File: src/rtl/data_mem_pkg.sv
// Shared types and defaults for the data-memory controller and its bus timer.
package data_mem_pkg;

  localparam int DATA_W = 16;
  localparam int TIMEOUT_CYCLES_DEF = 15;
  localparam logic [DATA_W-1:0] ERR_DATA_DEF = 16'hDEAD;

  typedef enum logic [1:0] {
    IDLE,
    BUS,
    RESP,
    DRAIN
  } state_e;

  typedef struct packed {
    logic [DATA_W-1:0] addr;
    logic [DATA_W-1:0] wdata;
    logic              we;
  } req_t;

  // The timer is never narrower than 4 bits so small timeouts still fit comfortably.
  function automatic int timerWidth(input int timeout);
    int w;
    w = $clog2(timeout + 1);
    return (w < 4) ? 4 : w;
  endfunction

endpackage

File: src/rtl/data_mem_timer.sv
// Bus watchdog: counts enabled cycles from a clear and flags the last allowed cycle.
module data_mem_timer
  import data_mem_pkg::*;
#(
  parameter int TIMEOUT_CYCLES = TIMEOUT_CYCLES_DEF
) (
  input  logic clk_i,
  input  logic rst_ni,
  input  logic clear_i,
  input  logic enable_i,
  output logic expired_o
);

  localparam int W = timerWidth(TIMEOUT_CYCLES);
  localparam logic [W-1:0] LAST = W'(TIMEOUT_CYCLES - 1);

  logic [W-1:0] count_q, count_d;

  // Saturates on the final counted cycle instead of wrapping.
  always_comb begin
    count_d = count_q;
    if (clear_i) begin
      count_d = '0;
    end else if (enable_i && (count_q != LAST)) begin
      count_d = count_q + 1'b1;
    end
  end

  always_ff @(posedge clk_i or negedge rst_ni) begin
    if (!rst_ni) begin
      count_q <= '0;
    end else begin
      count_q <= count_d;
    end
  end

  assign expired_o = enable_i && (count_q == LAST);

endmodule

File: src/rtl/data_mem_ctrl.sv
// Data-memory controller: latches a processor load/store and runs it on a req/ack bus with timeout.
// Define DATA_MEM_WRITE_BUFFER_EN to post writes (early DataDone, bus write drained afterwards).
module data_mem_ctrl
  import data_mem_pkg::*;
#(
  parameter int                  WORD_SIZE      = DATA_W,
  parameter int                  TIMEOUT_CYCLES = TIMEOUT_CYCLES_DEF,
  parameter logic [WORD_SIZE-1:0] ERR_DATA      = ERR_DATA_DEF
) (
  input  logic                 clk_i,
  input  logic                 rst_ni,
  input  logic [WORD_SIZE-1:0] dataAddr_i,
  input  logic [WORD_SIZE-1:0] dataOut_i,
  input  logic                 readData_i,
  input  logic                 writeData_i,
  output logic [WORD_SIZE-1:0] dataIn_o,
  output logic                 dataDone_o,
  output logic                 memReq_o,
  output logic                 memWe_o,
  output logic [WORD_SIZE-1:0] memAddr_o,
  output logic [WORD_SIZE-1:0] memWData_o,
  input  logic [WORD_SIZE-1:0] memRData_i,
  input  logic                 memAck_i,
  output logic                 busErr_o,
  output logic                 busy_o
);

  state_e               state_q, state_d;
  req_t                 req_q, req_d;
  logic [WORD_SIZE-1:0] resp_q, resp_d;
  logic                 busErr_q, busErr_d;
  logic                 memReq;
  logic                 dataDone;
  logic                 expired;

  data_mem_timer #(
    .TIMEOUT_CYCLES(TIMEOUT_CYCLES)
  ) u_timer (
    .clk_i    (clk_i),
    .rst_ni   (rst_ni),
    .clear_i  (!memReq),
    .enable_i (memReq),
    .expired_o(expired)
  );

  // An ack in the final counted cycle is checked before the timeout so it wins.
  always_comb begin
    state_d  = state_q;
    req_d    = req_q;
    resp_d   = resp_q;
    busErr_d = busErr_q;
    memReq   = 1'b0;
    dataDone = 1'b0;
    unique case (state_q)
      IDLE: begin
        dataDone = !(readData_i || writeData_i);
        if (readData_i || writeData_i) begin
          req_d.addr  = dataAddr_i;
          req_d.wdata = dataOut_i;
          req_d.we    = writeData_i;
`ifdef DATA_MEM_WRITE_BUFFER_EN
          if (writeData_i) begin
            resp_d  = '0;
            state_d = RESP;
          end else begin
            state_d = BUS;
          end
`else
          state_d = BUS;
`endif
        end
      end
      BUS: begin
        memReq = 1'b1;
        if (memAck_i) begin
          resp_d  = req_q.we ? '0 : memRData_i;
          state_d = RESP;
        end else if (expired) begin
          busErr_d = 1'b1;
          resp_d   = req_q.we ? '0 : ERR_DATA;
          state_d  = RESP;
        end
      end
      RESP: begin
        dataDone = 1'b1;
`ifdef DATA_MEM_WRITE_BUFFER_EN
        state_d  = req_q.we ? DRAIN : IDLE;
`else
        state_d  = IDLE;
`endif
      end
`ifdef DATA_MEM_WRITE_BUFFER_EN
      DRAIN: begin
        memReq = 1'b1;
        if (memAck_i) begin
          state_d = IDLE;
        end else if (expired) begin
          busErr_d = 1'b1;
          state_d  = IDLE;
        end
      end
`endif
      default: begin
        state_d = IDLE;
      end
    endcase
  end

  always_ff @(posedge clk_i or negedge rst_ni) begin
    if (!rst_ni) begin
      state_q  <= IDLE;
      req_q    <= '0;
      resp_q   <= '0;
      busErr_q <= 1'b0;
    end else begin
      state_q  <= state_d;
      req_q    <= req_d;
      resp_q   <= resp_d;
      busErr_q <= busErr_d;
    end
  end

  assign dataIn_o   = resp_q;
  assign dataDone_o = dataDone;
  assign memReq_o   = memReq;
  assign memWe_o    = memReq && req_q.we;
  assign memAddr_o  = req_q.addr;
  assign memWData_o = req_q.wdata;
  assign busErr_o   = busErr_q;
  assign busy_o     = (state_q != IDLE);

endmodule

File: config.mk
export PLATFORM = sky130hd
export DESIGN_NAME = data_mem_ctrl
export DESIGN_NICKNAME = d
export VERILOG_FILES = /design/src/rtl/data_mem_pkg.sv /design/src/rtl/data_mem_timer.sv /design/src/rtl/data_mem_ctrl.sv
export SDC_FILE = /design/constraint.sdc
export NUM_CORES = 1
export LEC_CHECK = 0
export BUFFER_PORTS_ARGS = -buffer_cell sky130_fd_sc_hd__buf_2
export CAP_MARGIN = 10
export CORE_MARGIN = 4
export CORE_UTILIZATION = 48
export CTS_CLUSTER_SIZE = 30
export DETAILED_ROUTE_END_ITERATION = 6
export HOLD_SLACK_MARGIN = 0.12
export PLACE_DENSITY = 0.87
export SKIP_CTS_REPAIR_TIMING = 1
export SYNTH_ARGS = -nofsm -noshare
export SYNTH_HDL_FRONTEND = slang
export SYNTH_SLANG_ARGS = --single-unit
File: constraint.sdc
create_clock -name clk_i -period 1.96 [get_ports clk_i]
set_clock_uncertainty 0.2 [all_clocks]
set_input_delay 0.098 -clock clk_i [delete_from_list [all_inputs] [get_ports clk_i]]
set_output_delay 0.098 -clock clk_i [all_outputs]
set_load 0.005 [all_outputs]
==> impl_results.md <==
- Worst r2r path cells: 6
- Cell depth of the worst setup path: 6
- Critical path fanouts, max: 17
- RD Place Congestion: 0.798
- Final WL: 5.88 mm
- Setup crit end kind: flop
- Final period util: 92.6%
- CTS tree: done
- Status: completed
- Leak: 1.71 nW
- Crit path time final: 1820 ps
- Number of buffers added on ports: 105
- Die height: 81.0 um
- Power density of the placed cells: 1270 mW/mm2
- Sink count of the clock tree: 56
- Fraction of the core area covered by cells at the end of the flow: 69.0%
- Critical path data arrival time: 1800 ps
- Number of cells after detailed placement: 338
- Cell type group with the largest total delay on the critical path: flip-flops
- Number of global-route vias before repair: 1677
- Nets: 382
- Area of all placed cells without fillers: 0.00355 mm2
- Ports placed on the boundary: 106
- Combinational fraction of design power: 41.3%
- Seq/Total Area, Yosys: 54.8%
- Worst Hold Margin: 112 ps
- H-tree depth: 2
- Core area: 0.00514 mm2
- Area taken by multi-input logic gates: 845 um2
- Clock transition at path regs: 90 ps
- Cell Area, Placed: 0.00293 mm2
- YS warnings: 0
- Flop-to-flop setup slack: 140 ps
- Largest voltage drop on the vdd net: 1.15 mV
- Internal cell power: 3.04 mW
- Starting density of the core: 49.7%
- Library cell contributing the largest single delay on the critical path: sky130_fd_sc_hd__dfrtp_1
- Fraction of final layout cells sized beyond drive strength 1: 46.6%
- Data required time of the worst path: 1950 ps
- Maximum root-to-sink buffer count: 2
- R2R Path End: dataIn_o[4]
- Critical path buffer and inverter count: 2
- Num CTS Buffers: 5
- Critical Path Start: u_timer.count_q[0]
- Non-filler cells in the finished layout: 398
- Number of synthesized flops with an enable pin: 0
- Normalized max-slew margin: 60.2%
- Ys flop type: sky130_fd_sc_hd__dfrtp_1
- First-pass GRT wire length: 7.58 mm
- Cell Rows: 26
- Fin. max-slew vios: 0
- Power after layout: 4.51 mW
- Total routing usage reported by global routing: 14.6%
- Clock insertion delay at the later pin of the skew report: 290 ps
- # setup viols final: 0
- Sequential fraction of design power: 44.8%
- Post-synthesis instance total: 200
- Count of routing violations after the opening detailed-route iteration: 67
- Capturing instance or port of the critical path: dataIn_o[4]
- Initial antenna violation count: 0
- Unrepaired setup endpoints after global routing: false
- Crit-path max cell delay: 420 ps
- Max-cap check violation count: 0
- Filler instances: 386
- Total via count in the routed design: 1952
- Average detailed-routed wire length per instance: 14.8 um
- Switching component of the power: 1.47 mW
- Die boundary width: 81.0 um
- Ordered cell list for the critical path: inv_1 -> ha_1 -> and3_2 -> o21ai_4 -> buf_12 -> a22o_1
- Clock network fraction of design power: 13.9%
- Element type at the critical path start: flop
- Cell area after synthesis: 0.00256 mm2
- Detail Route Antenna Nets: 0
- Sequential cell area: 0.00140 mm2
- Final total negative setup slack: 0 ps
- Iteration count of the initial detailed-routing pass: 4
- Antenna cells: 0
- Net count of the mapped netlist: 255
- Worst Tran Pin Value: 597 ps
- Type of the worst setup path: reg -> reg
- Post-Place Setup Slack: 1.51 ps
- Number of synthesized register bits: 56
- Layout area overhead: 38.7%
- Async set or reset register ratio after synthesis: 100%
- Total gr overflow: 0
- Post-route setup slack: 145 ps
- Die ar.: 0.00656 mm2
- Average instance area after synthesis: 12.8 um2
- Cell chosen for the clock root: sky130_fd_sc_hd__clkbuf_8
- Sw Ratio: 32.6%
- Highest clock frequency the design can meet: 551 MHz
- Beginning of the worst register-to-register path: u_timer.count_q[0]
- Hold Violations, Final: 0
- Total half-perimeter wirelength after legalization and detailed placement: 3.49 mm
- Largest net degree at the start of global routing: 33
- Worst min-delay path class: in -> reg
- Residual DRC count: 0
- Yosys cell types: 29
- Detail-routed via count per cell: 4.90
## power groups by stage
stage / Clock [mW] / Combinational, mW / Sequential [mW]
after floorplan: 0 / 1.51 / 1.96
after global placement: 0 / 1.71 / 2.00
after detailed placement: 0 / 1.77 / 2.02
after CTS: 0.655 / 1.76 / 2.00
after global routing: 0.704 / 2.06 / 2.10
final: 0.627 / 1.86 / 2.02
## layout by cell type (no fill, tap or decap), drive strengths merged
cell,count
and3,1
nor3b,2
buf,108
nor3,2
nand2,2
a21o,2
o31ai,11
nand2b,1
xnor2,1
a31oi,3
dfrtp,56
ha,2
and2,1
a22o,6
nor2b,11
inv,3
nor2,7
mux2,32
dlygate4sd3,52
a211oi,1
nand3,2
clkbuf,8
o21ai,13
clkinv,1
## synth_stat cells (2+ instances only)
cell type | instances | area share [%]
sky130_fd_sc_hd__buf_6 | 4 | 1.8
sky130_fd_sc_hd__o21ai_0 | 12 | 2.3
sky130_fd_sc_hd__inv_1 | 3 | 0.44
sky130_fd_sc_hd__a31oi_1 | 3 | 0.73
sky130_fd_sc_hd__nand2_1 | 2 | 0.29
sky130_fd_sc_hd__o31ai_1 | 9 | 2.6
sky130_fd_sc_hd__ha_1 | 2 | 0.98
sky130_fd_sc_hd__nor2_1 | 7 | 1.0
sky130_fd_sc_hd__nand3_1 | 2 | 0.39
sky130_fd_sc_hd__mux2_1 | 2 | 0.88
sky130_fd_sc_hd__clkbuf_1 | 4 | 0.59
sky130_fd_sc_hd__buf_4 | 32 | 9.4
sky130_fd_sc_hd__nor2b_1 | 11 | 2.7
sky130_fd_sc_hd__mux2_2 | 30 | 13
sky130_fd_sc_hd__dfrtp_1 | 56 | 55
sky130_fd_sc_hd__o31ai_2 | 2 | 0.98
sky130_fd_sc_hd__a22o_1 | 6 | 2.1
sky130_fd_sc_hd__a21o_1 | 2 | 0.59
## worst min-delay path by stage
| stage | slack, ps | from | depth (start not counted) | endpoint |
|---|---|---|---|---|
| 3_5_place_dp | -60 | rst_ni | 1 | memAddr_o[11] |
| 6_report | 110 | memAck_i | 3 | dataIn_o[3] |
| 2_1_floorplan | -400 | rst_ni | 0 | busErr_o |
| 4_1_cts | -400 | rst_ni | 1 | memAddr_o[11] |
| 5_1_grt | 150 | memAck_i | 3 | dataIn_o[7] |
| 3_3_place_gp | -80 | rst_ni | 1 | memAddr_o[11] |
## registers in the layout (all words and copies together), names as in the netlist
register         flops
busErr_o             1
dataIn_o            16
memAddr_o           16
memWData_o          16
req_q                1
state_q              2
u_timer.count_q      4
## kinds of logic after synthesis
group,share of synthesized area (%)
buffers and inverters,12.4
flip-flops,54.8
XOR/XNOR,0.343
AO/OA/AOI/OAI,10.3
adder cells (fa/ha/maj),0.979
multiplexers,14.1
AND/OR/NAND/NOR,7.10
## metal layers
layer  global-route usage (%)  up-vias  part of all wire, %
li1                         -      914                    -
met1                     18.3      955                   38
met2                     25.3       81                   53
met3                     4.21        2                  8.0
met4                     3.04        0                 0.14
met5                        0        -                    0
## tightest hold or removal path, cell delays in order
cell and delay, ps:
sky130_fd_sc_hd__buf_2 240, sky130_fd_sc_hd__nor2b_1 170, sky130_fd_sc_hd__o31ai_1 70
## cell type report
| cell class | instances | share of cell area, % |
|---|---|---|
| clock buffer | 8 | 2.54 |
| timing repair buffer | 160 | 31.2 |
| sequential | 56 | 39.5 |
| multi-input combinational | 100 | 23.8 |
| inverter | 4 | 0.459 |
| tap | 70 | 2.47 |
Power figures use the tool's default switching activity.
